===== src/rtl/instruction_decoder.sv =====
// Registered decoder for the teaching CPU: splits an instruction byte into an
// opcode class (one-hot) and two register indices, all valid one clock later.
module instruction_decoder (
  input  logic       clk,
  input  logic       rst,
  input  logic [7:0] in,
  output logic [2:0] operand_a,
  output logic [2:0] operand_b,
  output logic [4:0] instr_flag
);

  localparam logic [1:0] OP_MOV = 2'b00;
  localparam logic [1:0] OP_ADD = 2'b01;
  localparam logic [1:0] OP_SUB = 2'b10;
  localparam logic [1:0] OP_AND = 2'b11;

  localparam logic [4:0] FLAG_MOV = 5'b00001;
  localparam logic [4:0] FLAG_ADD = 5'b00010;
  localparam logic [4:0] FLAG_SUB = 5'b00100;
  localparam logic [4:0] FLAG_AND = 5'b01000;
  localparam logic [4:0] FLAG_NOP = 5'b10000;

  logic [1:0] w_opcode;
  logic [2:0] w_operand_a;
  logic [2:0] w_operand_b;
  logic       w_is_nop;
  logic [4:0] w_flag;

  logic [2:0] r_operand_a;
  logic [2:0] r_operand_b;
  logic [4:0] r_instr_flag;

  assign w_opcode    = in[7:6];
  assign w_operand_a = in[5:3];
  assign w_operand_b = in[2:0];
  // The all-zero byte would otherwise decode as MOV r0,r0; it is reserved as NOP.
  assign w_is_nop    = (in == 8'h00);

  always_comb begin
    w_flag = FLAG_MOV;
    if (w_is_nop) begin
      w_flag = FLAG_NOP;
    end else begin
      case (w_opcode)
        OP_MOV:  w_flag = FLAG_MOV;
        OP_ADD:  w_flag = FLAG_ADD;
        OP_SUB:  w_flag = FLAG_SUB;
        OP_AND:  w_flag = FLAG_AND;
        default: w_flag = FLAG_MOV;
      endcase
    end
  end

  // All-zero flags mark "nothing decoded yet" until the first edge out of reset.
  always_ff @(posedge clk) begin
    if (rst) begin
      r_operand_a  <= 3'b000;
      r_operand_b  <= 3'b000;
      r_instr_flag <= 5'b00000;
    end else begin
      r_operand_a  <= w_operand_a;
      r_operand_b  <= w_operand_b;
      r_instr_flag <= w_flag;
    end
  end

  assign operand_a  = r_operand_a;
  assign operand_b  = r_operand_b;
  assign instr_flag = r_instr_flag;

endmodule


===== config.mk =====
export PLATFORM = sky130hd
export DESIGN_NAME = instruction_decoder
export DESIGN_NICKNAME = d
export VERILOG_FILES = /design/src/rtl/instruction_decoder.sv
export SDC_FILE = /design/constraint.sdc
export NUM_CORES = 1
export LEC_CHECK = 0
export CORE_AREA = 2 2 39 41
export CTS_CLUSTER_DIAMETER = 30
export DETAILED_ROUTE_END_ITERATION = 8
export DIE_AREA = 0 0 41 43
export HOLD_SLACK_MARGIN = 0.15
export SLEW_MARGIN = 20
export SYNTH_ARGS = -nofsm -noshare
export SYNTH_HDL_FRONTEND = slang
export SYNTH_SLANG_ARGS = --single-unit

===== constraint.sdc =====
create_clock -name clk -period 1.33 [get_ports clk]
set_input_delay 0.266 -clock clk [delete_from_list [all_inputs] [get_ports clk]]
set_output_delay 0.266 -clock clk [all_outputs]
set_load 0.01 [all_outputs]

==> flow_metrics.py <==
metrics = {
    "run_status": {
        "status": "finished clean",
    },
    "critical_path": {
        "worstPathCellList": "clkdlybuf4s50_1 > or4_4 > o31a_1",
        "crit_family": "simple AND/OR/NAND/NOR gates",
        "end_kind": "flip-flop",
        "worstPathArrival_ns": 1.46,
        "cp.buffers_inverters": 1,
        "slowest_stage": "or4_4",
        "crit_cells": 3,
        "crit_path_start_kind": "primary input",
        "cp_max_fo": 2,
        "worstSetupPathType": "primary input to flip-flop",
        "cp_slowest_stage_delay_ns": 0.54,
        "worstPathRequired_ns": 1.48,
    },
    "finish": {
        "drive_above_1_share_pct": 16.0,
        "area_growth_pct": 74.4,
        "design_area_um2": 572,
        "nets": 61,
        "n_fill_cell": 146,
        "fin_cells": 66,
        "diodes": 0,
    },
    "floorplanning": {
        "initial_core_util_pct": 23.7,
        "core.rowCount": 14,
        "core_area_um2": 1380,
        "die_area_um2": 1760,
        "io_pins": 21,
        "die_x_um": 41,
        "die_h_um": 43,
    },
    "placed_design": {
        "portBuffers": 20,
        "dpl.cell_count": 62,
        "gp_congestion": 0.607,
        "dp_hpwl_um": 542,
        "dpl_cell_area_um2": 559,
        "dp_slack_ns": -0.264,
    },
    "run": {
        "maxCapViolCount": 0,
    },
    "clock_tree": {
        "numCtsBuffers": 3,
        "cts_tree": "built",
        "cts_hold_buffers": 0,
        "htree_levels": 1,
        "cts_root_buf": "clkbuf_4",
        "post_cts_buffers": 0,
        "clock_sinks": 11,
        "clk_pin_slew_ns": 0.07,
        "cts_buffer_depth": 2,
    },
    "global_routing": {
        "grt_overflow": 0,
        "antenna_found_initial": 0,
        "grt_pass1_vias": 260,
        "grt_pass1_wl_um": 1070,
        "grt_max_degree": 10,
        "grt_usage_pct": 9.38,
    },
    "drt": {
        "via_per_inst": 4.06,
        "wl_um": 692,
        "postRouteAntennaNets": 0,
        "routedWlPerCell_um": 10.5,
        "drt-initial-drc-count": 0,
        "firstDrtPassIters": 1,
        "drc": 0,
        "dr_total_vias": 268,
    },
    "timing": {
        "slew_headroom_pct": 84.9,
        "hold_viol": 0,
        "setup_ws_ns": 0.0165,
        "fmax_mhz": 761,
        "setup_viol": 0,
        "fin_tns_setup_ns": 0,
        "rsz0062_at_grt": "no",
        "fin_crit_sh_pct": 98.8,
        "worst-slew-pin-transition_ns": 0.225,
        "slew_viol_final": 0,
        "finalCriticalPeriod_ns": 1.31,
    },
    "synthesis": {
        "synth_area_um2": 328,
        "synth.avg_cell_area_um2": 13.1,
        "synth_seq_area_share_pct": 67.2,
        "yosys-top-cells-area": "dfxtp_1 (67%), nor2b_1 (9.5%), nor3b_1 (4.6%), nor4b_2 (4.6%), or4_4 (3.4%)",
        "synth_top_area_share_pct": 67.2,
        "synthTopCellsByCount": "dfxtp_1 (11), nor2b_1 (5), nor3b_1 (2)",
        "synth_edf_count": 0,
        "synth_nets": 35,
        "synthArstFlopShare_pct": 0,
        "ys_types": 10,
        "ys_ff_latch": 11,
        "synth_most_common_cell": "dfxtp_1",
        "yosys.area.top_type": "dfxtp_1",
        "yosysWarnings": 0,
        "synthFlopType": "dfxtp_1",
        "syn_inst": 25,
    },
    "power_and_ir_drop": {
        "ir_drop_uv": 476,
        "p_per_area_nw_per_um2": 1130,
        "p_leak_nw": 0.259,
    },
    "hold_path": {
        "whs_endpoint": "operand_b[2]",
        "min-delay-start": "in[2]",
        "hold_depth": 2,
        "hold_path_class": "primary input to flip-flop",
    },
}
[layer usage]
metal  routed length (um)  track usage (%)  vias up
met2                  273             12.5       21
met5                    0                0        -
met3                  117             6.81        0
met4                    0             6.00        0
li1                     -                -      134
met1                  301             10.1      113
[cell type report]
| type | instances | area [um^2] | share of cell area (%) |
|---|---|---|---|
| flip-flops and latches | 11 | 220 | 38.5 |
| repair buffers | 22 | 201 | 35.2 |
| multi-input cells | 13 | 104 | 18.2 |
| clock buffers | 4 | 26.3 | 4.60 |
| well taps | 16 | 20.0 | 3.50 |
[how the worst max path moves through the flow]
stage | startpoint | endpoint | slack [ns]
final | in[2] | instr_flag[0] | 0.02
after global routing | in[2] | instr_flag[0] | 0.006
after CTS | in[1] | instr_flag[0] | 0.02
after detailed placement | in[1] | instr_flag[0] | -0.26
after global placement | in[1] | instr_flag[0] | -0.24
after floorplan | in[1] | instr_flag[0] | 0.19
[cells in the final DEF, fill, tap and decap left out]
cell             instances
dlygate4sd2_1           11
clkdlybuf4s50_1          9
o31a_1                   1
and3b_1                  1
or4_4                    1
clkbuf_1                 1
nor4b_2                  1
nor2b_2                  1
dfxtp_1                 11
clkbuf_4                 3
nor2b_1                  5
nor3b_1                  2
buf_4                    2
nor3_1                   1
[cell families after synthesis]
group | Yosys count | synth area share (%)
simple gates | 12 | 29.0
flops | 11 | 67.2
buf+inv | 1 | 1.14
compound gates | 1 | 2.67
[stage by stage]
step	utilization, %	total power, W	hold slack (ns)
3_5_place_dp	40.4	0.000446	0.859
2_1_floorplan	-	0.000380	0.337
6_report	41.3	0.000647	0.588
3_3_place_gp	40.4	0.000446	0.863
4_1_cts	41.3	0.000660	0.575
5_1_grt	41.3	0.000683	0.607
[where the power goes]
group,switching (W),internal (W)
clock network,0.000104,0.000116
registers,0.00000283,0.000344
logic,0.0000303,0.0000504
[registers in the layout, indices dropped and copies added (netlist names)]
register	cells
instr_flag	5
operand_b	3
operand_a	3
[timing repair]
| action | in CTS | in global routing |
|---|---|---|
| endpoints found under the setup margin | 11 | 1 |
| pin swaps | 0 | 1 |
| gates cloned | 0 | 0 |
| resized for setup | 11 | 0 |
(Power assumes the default switching activity.)
